File: src/rtl/practice_doorlock.sv
// ============================================================================
// practice_doorlock
// ----------------------------------------------------------------------------
// Three-digit keypad door-lock controller. A press is registered on the first
// cycle a key appears after an all-keys-released cycle. Three consecutive
// presses form a code. After the third press, button_on goes high when the
// code matches FIRST_DIGIT, then SECOND_DIGIT_A or SECOND_DIGIT_B, then
// THIRD_DIGIT.
//
// Ports:
//   clock     in   1  system clock, rising edge
//   reset     in   1  asynchronous, active-low reset
//   num       in  10  keypad, bit k high while key k is held (one-hot expected)
//   button_on out  1  registered unlock indicator (1 = last code accepted)
// ============================================================================
module practice_doorlock #(
    parameter int FIRST_DIGIT    = 5,
    parameter int SECOND_DIGIT_A = 2,
    parameter int SECOND_DIGIT_B = 7,
    parameter int THIRD_DIGIT    = 9
) (
    input  logic       clock,
    input  logic       reset,
    input  logic [9:0] num,
    output logic       button_on
);

    typedef enum logic [1:0] {
        IDLE = 2'd0,
        GOT1 = 2'd1,
        GOT2 = 2'd2
    } state_t;

    // Exact one-hot patterns for each accepted digit. Comparing the whole
    // vector against a single-bit mask rejects multi-key presses automatically,
    // so an invalid digit still counts as a press but can never match.
    localparam logic [9:0] MASK_FIRST    = 10'(1) << FIRST_DIGIT;
    localparam logic [9:0] MASK_SECOND_A = 10'(1) << SECOND_DIGIT_A;
    localparam logic [9:0] MASK_SECOND_B = 10'(1) << SECOND_DIGIT_B;
    localparam logic [9:0] MASK_THIRD    = 10'(1) << THIRD_DIGIT;

    state_t     r_state;
    logic [9:0] r_num_prev;
    logic       r_code_ok;
    logic       r_button_on;

    logic w_press;
    logic w_match_first;
    logic w_match_second;
    logic w_match_third;

    // Press only on the transition out of the all-released state; switching
    // directly between keys or holding a key produces no further presses.
    assign w_press        = (r_num_prev == 10'd0) && (num != 10'd0);
    assign w_match_first  = (num == MASK_FIRST);
    assign w_match_second = (num == MASK_SECOND_A) || (num == MASK_SECOND_B);
    assign w_match_third  = (num == MASK_THIRD);

    // A wrong digit never aborts entry: all three digits are always consumed,
    // so the correctness of individual digits is not revealed.
    always_ff @(posedge clock or negedge reset) begin
        if (!reset) begin
            r_state     <= IDLE;
            r_num_prev  <= 10'd0;
            r_code_ok   <= 1'b0;
            r_button_on <= 1'b0;
        end else begin
            r_num_prev <= num;
            if (w_press) begin
                case (r_state)
                    IDLE: begin
                        r_code_ok   <= w_match_first;
                        r_button_on <= 1'b0;
                        r_state     <= GOT1;
                    end
                    GOT1: begin
                        r_code_ok <= r_code_ok & w_match_second;
                        r_state   <= GOT2;
                    end
                    GOT2: begin
                        r_button_on <= r_code_ok & w_match_third;
                        r_state     <= IDLE;
                    end
                    default: begin
                        r_state <= IDLE;
                    end
                endcase
            end
        end
    end

    assign button_on = r_button_on;

endmodule

File: config.mk
export PLATFORM = sky130hd
export DESIGN_NAME = practice_doorlock
export DESIGN_NICKNAME = d
export VERILOG_FILES = /design/src/rtl/practice_doorlock.sv
export SDC_FILE = /design/constraint.sdc
export NUM_CORES = 1
export LEC_CHECK = 0
export CORE_AREA = 2 2 39 41
export CTS_BUF_LIST = sky130_fd_sc_hd__clkbuf_4 sky130_fd_sc_hd__clkbuf_8
export CTS_CLUSTER_DIAMETER = 80
export DETAILED_ROUTE_END_ITERATION = 10
export DIE_AREA = 0 0 41 43
export PLACE_DENSITY = 0.72
export REMOVE_ABC_BUFFERS = 1
export SLEW_MARGIN = 15
export SYNTH_ARGS = -nofsm -noshare
export SYNTH_HDL_FRONTEND = slang
export SYNTH_SLANG_ARGS = --single-unit
File: constraint.sdc
create_clock -name clock -period 2.7 [get_ports clock]
set_input_delay 0.675 -clock clock [delete_from_list [all_inputs] [get_ports clock]]
set_output_delay 0.675 -clock clock [all_outputs]
set_load 0.02 [all_outputs]
==> results.tsv, run 1 <==
stage	metric	value	unit
outcome	run status	completed	
synthesis	Area contributors post-synth	dfrtp_1 67%, o21ai_0 3.8%, nor4_1 3.6%	
pwr	pwr dens	566	nW/µm²
finish	Total Nets Final	70	
min_path	Hold Crit Start	r_code_ok$_DFFE_PN0P_	
critical_path	CP endpoint kind	flop	
routing	DRC viols	0	
sta	Slew Limit Headroom	60.8	%
routing	Via density	5.32	
critical_path	CP max FO	4	
critical_path	critical path launch point type	input port	
synthesis	Gate Count Post-Synth	40	
synthesis	EDFF count, synth	0	
synthesis	synth cell count leaders	14 x dfrtp_1, 4 x o21ai_0, 3 x nor3_1, 3 x nor4_1	
finish	# diodes	0	
min_path	HP Class	flop to flop	
synthesis	count leader, synth	dfrtp_1	
routing	final wirelength	1.15	mm
clock_network	clock root buffer	clkbuf_4	
min_path	Hold Path Sink	r_code_ok$_DFFE_PN0P_	
grt	number of global-route vias before repair	411	
routing	initial drt markers	13	
sta	clk_skew	0.00192	ns
clock_network	H-tree depth	1	
clock_network	CTS Hold Bufs	0	
sta	crit share post-route	83.0	%
critical_path	Largest stage delay, worst path	0.54	ns
placement	DP HPWL	894	µm
synthesis	syn avg cell area	13.2	µm²
finish	Finished Layout Cells	73	
grt	first-pass GRT wire length	1.75	mm
placement	DP Area	674	µm²
critical_path	Worst R2R Start	r_num_prev[1]$_DFF_PN0_	
synthesis	Yosys top cell by area	dfrtp_1	
finish	share of layout cells above drive strength 1	15.8	%
critical_path	R2R Setup Slk	0.92	ns
sta	TNS Setup	0	ns
sta	endpoints failing setup	0	
die	Initial Util	38.1	%
clock_network	# clock sinks	14	
sta	Hold WS	0.512	ns
synthesis	async set-reset flop share out of synthesis	100	%
synthesis	post-synthesis cell type count	18	
finish	Filler cells	136	
finish	area grow syn2layout	34.9	%
placement	pre-CTS setup slack	0.177	ns
critical_path	Critical R2R Capture	r_code_ok$_DFFE_PN0P_	
synthesis	Seq/Total Area, Yosys	66.5	%
sta	worst slew pin tran	0.587	ns
die	die height	43	µm
critical_path	Worst Setup Path Type	input port to flop	
finish	Final Cell Area	711	µm²
synthesis	Synth Flop Type	dfrtp_1	
synthesis	register bit total from synthesis	14	
grt	total grt overflow	0	
placement	Port Buffers	12	
pwr	leakage power	0.284	nW
pwr	Worst VDD drop	0.302	mV
clock_network	Bufs on Longest Clock Path	2	
sta	setup ws final	0.459	ns
clock_network	Clock Latency Late Sink	0.28	ns
sta	min cycle time layout	2.24	ns
placement	GP Congestion	0.731	
clock_network	TritonCTS buffer count	3	
die	io pins	13	
clock_network	post-CTS setup repair buffer count	0	
sta	Final Hold Vio Count	0	
die	CORE AREA	1380	µm²
sta	unrepaired setup endpoints after global routing	no	
critical_path	Worst EP required	2.87	ns
sta	max-slew violations	0	
die	Die Width	41	µm
clock_network	cts repair resizes	0	
clock_network	CTS tree	built	
synthesis	top-area cell type share of the netlist area	66.5	%
synthesis	warnings from Yosys	0	
job	MaxCap Viol Count	0	
synthesis	Synth Cell Area	527	µm²
critical_path	CP Data Arrival Time	2.41	ns
grt	gr usage total	15.8	%
critical_path	crit path from	num[1]	
min_path	hold depth	1	
die	row cnt	14	
critical_path	Largest delay share family, worst path	simple AND/OR/NAND/NOR gates	
routing	Routed Antenna Nets	0	
critical_path	worst path bufs/invs	1	
clock_network	Clock transition at path regs	0.08	ns
critical_path	cell depth of the worst flop-to-flop path	4	
finish	fin util	51.4	%
critical_path	cell chain of the critical path	clkdlybuf4s50_1, nor4_1, and3_4, or4b_4, mux2_1	
routing	via count	388	
grt	initial antenna violation count	0	
routing	wire per inst	15.8	µm
placement	cell count after placement	69	
routing	TritonRoute pass-1 iters	4	
pwr	Pwr Total	402	µW
sta	Fmax	0.446	GHz
grt	pin count of the biggest net entering global routing	15	
die	die area	1760	µm²
critical_path	crit path max-delay cell type	nor4_1	
[cells by family (layout without fill, tap and decap cells)]
family,count (synthesis),count (layout),synth area share (%)
AND/OR/NAND/NOR,17,17,21.4
flip-flops,14,14,66.5
AO/OA/AOI/OAI,5,5,5.46
multiplexers,2,2,4.28
XOR/XNOR,1,1,1.66
buffers and inverters,1,18,0.712
[power breakdown]
group          internal [mW]  switching (mW)
logic                 0.0184          0.0138
registers              0.218         0.00393
clock network         0.0821          0.0660
[state kept, by name, indices dropped and copies added (netlist names)]
register and cells:
r_num_prev 10, r_state 2, button_on 1, r_code_ok 1
[cell type report]
class	instances	area [µm²]	share of cell area, %
sequential	14	350	49.3
multi-input combinational	25	173	24.3
timing repair buffer	13	128	18.0
clock buffer	4	36.3	5.11
tap	16	20.0	2.82
inverter	1	3.75	0.528
[worst max path at each step]
stage                             to  cells past startpoint  slack (ns)
3_5_place_dp   r_code_ok$_DFFE_PN0P_                      5        0.18
3_3_place_gp   r_code_ok$_DFFE_PN0P_                      5        0.25
4_1_cts        r_code_ok$_DFFE_PN0P_                      5        0.48
5_1_grt        r_code_ok$_DFFE_PN0P_                      5        0.39
6_report       r_code_ok$_DFFE_PN0P_                      5        0.46
2_1_floorplan  r_code_ok$_DFFE_PN0P_                      4        0.84
[worst reg2reg max path: cells and delay by family, from the launching register on]
family	cells	cell delay, ns
multiplexers	1	0.32
AND/OR/NAND/NOR	3	0.97
flip-flops	1	0.38
[metal layers]
layer | GRT usage, % | part of all wire [%]
met5 | 0 | 0
met4 | 7.33 | 1.2
met3 | 7.33 | 9.3
met2 | 26.6 | 54
met1 | 15.3 | 35
[cell usage in the layout (no fill, tap or decap)]
| cell | count |
|---|---|
| buf_4 | 1 |
| nor4_1 | 3 |
| dfrtp_1 | 14 |
| clkbuf_4 | 3 |
| nand2b_1 | 1 |
| inv_1 | 1 |
| nor3b_1 | 1 |
| and3_4 | 1 |
| nand2_1 | 2 |
| xnor2_1 | 1 |
| o41ai_1 | 1 |
| nand4_1 | 1 |
| or4b_4 | 1 |
| nor3_1 | 3 |
| nor4_2 | 1 |
| mux2_1 | 1 |
| nand3_1 | 2 |
| clkbuf_8 | 1 |
| mux2_2 | 1 |
| clkdlybuf4s50_1 | 12 |
| nor2_1 | 1 |
| o21ai_0 | 4 |
Note: power is estimated with default switching activity, not from simulation.
==> run 2, diff against run 1 <==
--- a/config.mk
+++ b/config.mk
@@ -10,7 +10,7 @@
 export CTS_CLUSTER_DIAMETER = 80
 export DETAILED_ROUTE_END_ITERATION = 10
 export DIE_AREA = 0 0 41 43
-export PLACE_DENSITY = 0.72
+export PLACE_DENSITY = 0.75
 export REMOVE_ABC_BUFFERS = 1
 export SLEW_MARGIN = 15
 export SYNTH_ARGS = -nofsm -noshare
==> constraint.sdc (replaced) <==
create_clock -name clock -period 1.9 [get_ports clock]
set_input_delay 0.475 -clock clock [delete_from_list [all_inputs] [get_ports clock]]
set_output_delay 0.475 -clock clock [all_outputs]
set_load 0.02 [all_outputs]
==> run 2 against run 1 <==
Net effect: final area increased by 7.7%; clock skew is 0.0035 ns higher; cell count grew 8.2%; critical endpoint unchanged; largest power group unchanged.
==> results.tsv, run 2 (synthesis gave the netlist of run 1 again) <==
stage	metric	value	unit	change
outcome	run status	completed		unchanged
clock_network	post-CTS setup repair buffer count	0		unchanged
clock_network	H-tree depth	1		unchanged
critical_path	cell chain of the critical path	clkdlybuf4s50_1, nor3_1, and3_4, or4b_4, mux2_4		was clkdlybuf4s50_1, nor4_1, and3_4, or4b_4, mux2_1
sta	endpoints failing setup	0		unchanged
die	CORE AREA	1380	µm²	unchanged
grt	first-pass GRT wire length	1.79	mm	was 1.75 mm
critical_path	crit path max-delay cell type	or4b_4		was nor4_1
clock_network	# clock sinks	14		unchanged
clock_network	Clock Latency Late Sink	0.28	ns	about the same
critical_path	CP endpoint kind	flop		unchanged
sta	max-slew violations	0		unchanged
finish	Largest regs	r_num_prev (10), r_state (2)		unchanged
sta	worst slew pin tran	0.621	ns	was 0.587 ns
sta	Fmax	0.536	GHz	
routing	initial drt markers	7		was 13
placement	Port Buffers	12		unchanged
placement	DP HPWL	858	µm	was 894 µm
critical_path	Worst Setup Path Type	input port to flop		unchanged
critical_path	Worst EP required	2.07	ns	was 2.87 ns
routing	metal3 WL	58	µm	was 107 µm
critical_path	Largest stage delay, worst path	0.50	ns	was 0.54 ns
clock_network	clock root buffer	clkbuf_4		unchanged
die	Die Width	41	µm	unchanged
clock_network	CTS tree	built		unchanged
clock_network	TritonCTS buffer count	3		unchanged
critical_path	Worst R2R Start	r_num_prev[1]$_DFF_PN0_		unchanged
routing	top routing layer in use	met4		unchanged
die	Initial Util	38.1	%	unchanged
grt	number of global-route vias before repair	467		was 411
finish	Final Cell Area	766	µm²	was 711 µm²
routing	TritonRoute pass-1 iters	4		unchanged
critical_path	cell depth of the worst flop-to-flop path	4		unchanged
critical_path	Critical R2R Capture	r_code_ok$_DFFE_PN0P_		unchanged
sta	clk_skew	0.00544	ns	was 0.00192 ns
critical_path	R2R Setup Slk	0.12	ns	was 0.92 ns
sta	Final Hold Vio Count	0		unchanged
sta	unrepaired setup endpoints after global routing	no		unchanged
finish	most common cell after layout, fill and taps aside	dfrtp_1		unchanged
grt	initial antenna violation count	0		unchanged
routing	via count	406		was 388
finish	Biggest register	r_num_prev		unchanged
die	die height	43	µm	unchanged
finish	share of layout cells above drive strength 1	25.4	%	was 15.8%
placement	DP Area	719	µm²	was 674 µm²
job	MaxCap Viol Count	0		unchanged
finish	# diodes	0		unchanged
critical_path	CP max FO	4		unchanged
critical_path	Critical Path End	r_code_ok$_DFFE_PN0P_		unchanged
routing	DRC viols	0		unchanged
sta	crit share post-route	98.1	%	
sta	min cycle time layout	1.86	ns	
grt	pin count of the biggest net entering global routing	15		unchanged
routing	wire length on met2	578	µm	was 621 µm
routing	wire per inst	13.8	µm	was 15.8 µm
pwr	pwr dens	762	nW/µm²	was 566 nW/µm²
min_path	HP Class	input port to flop		was flop to flop
pwr	leakage power	0.332	nW	was 0.284 nW
routing	Via density	5.14		was 5.32
critical_path	CP Data Arrival Time	2.03	ns	was 2.41 ns
finish	area grow syn2layout	45.4	%	was 34.9%
finish	most frequent cells in the layout	14 x dfrtp_1, 7 x clkdlybuf4s50_1, 7 x buf_4		was 14 x dfrtp_1, 12 x clkdlybuf4s50_1, 4 x o21ai_0
routing	Routed Antenna Nets	0		unchanged
clock_network	Bufs on Longest Clock Path	2		unchanged
routing	final wirelength	1.09	mm	was 1.15 mm
sta	TNS Setup	0	ns	unchanged
finish	max FFs per register	10		unchanged
die	die area	1760	µm²	unchanged
grt	total grt overflow	0		unchanged
clock_network	CTS Hold Bufs	0		unchanged
clock_network	Clock transition at path regs	0.08	ns	about the same
sta	Slew Limit Headroom	58.4	%	was 60.8%
critical_path	critical path launch point type	input port		unchanged
placement	GP Congestion	0.760		was 0.731
routing	M1 wire length	409	µm	was 408 µm
grt	gr usage total	16.2	%	was 15.8%
die	io pins	13		unchanged
die	row cnt	14		unchanged
critical_path	crit path from	num[2]		was num[1]
finish	Total Nets Final	76		was 70
pwr	Worst VDD drop	0.371	mV	was 0.302 mV
run 2: cell types whose count changed in the layout (fill, tap and decap cells not counted):
cell             delta
nor4_4              +1
dlygate4sd2_1       +4
nor4_2              -1
mux2_1              -1
clkdlybuf4s50_1     -5
mux2_4              +1
dlymetal6s2s_1      +1
buf_4               +6
run 2: worst min-delay path by stage:
stage | from | to | slack (ns) | cells after the start
floorplan | reset | button_on$_DFFE_PN0P_ | 0.18 | 0
global placement | r_code_ok$_DFFE_PN0P_ | r_code_ok$_DFFE_PN0P_ | 0.48 | 1
detailed placement | button_on$_DFFE_PN0P_ | button_on$_DFFE_PN0P_ | 0.50 | 1
CTS | num[8] | r_num_prev[8]$_DFF_PN0_ | 0.44 | 1
global route | num[8] | r_num_prev[8]$_DFF_PN0_ | 0.42 | 1
finish | num[8] | r_num_prev[8]$_DFF_PN0_ | 0.44 | 1
run 2: metal layers:
metal	vias to the layer above	track usage, %
met5	-	0
met4	0	14.0
met3	6	4.71
met2	13	26.3
met1	192	15.2
li1	195	-
run 2: power by group:
part / switching [mW] / internal [mW]
logic: 0.0204 / 0.0302
clock network: 0.0997 / 0.117
registers: 0.00707 / 0.310
total: 0.127 / 0.456
run 2: per-stage QoR:
stage	hold WS, ns	util (%)	std cells	total power [mW]	worst slack, ns
after CTS	0.438	54.5	79	0.587	0.0250
after detailed placement	0.497	52.0	75	0.376	-0.400
final	0.444	55.3	79	0.583	0.0360
after global routing	0.424	55.3	79	0.612	0.0150
after global placement	0.484	52.0	75	0.374	-0.391
after floorplan	0.179	-	40	0.328	0.239
run 2: layout make-up:
cell class                 count  area [µm²]
fill                         125         618
inverter                       1        3.75
sequential                    14         350
timing repair buffer          19         170
tap                           16        20.0
multi-input combinational     25         185
clock buffer                   4        36.3
run 2: critical path: cells and delay by family:
family	cells	cell delay [ns]
muxes	1	0.31
and+or+nand+nor	3	0.76
buffers and inverters	1	0.48
run 2: timing repair:
item,in CTS,in global routing
resized for setup,5,2
endpoints found under the hold margin,0,0
setup endpoints to repair,1,1
pin swaps,1,0
==> run 3, diff against run 2 <==
--- a/config.mk
+++ b/config.mk
@@ -5,6 +5,7 @@
 export SDC_FILE = /design/constraint.sdc
 export NUM_CORES = 1
 export LEC_CHECK = 0
+export CAP_MARGIN = 40
 export CORE_AREA = 2 2 39 41
 export CTS_BUF_LIST = sky130_fd_sc_hd__clkbuf_4 sky130_fd_sc_hd__clkbuf_8
 export CTS_CLUSTER_DIAMETER = 80
==> results of run 3 <==
Final layout, timing and power as in run 2 (identical DEF).
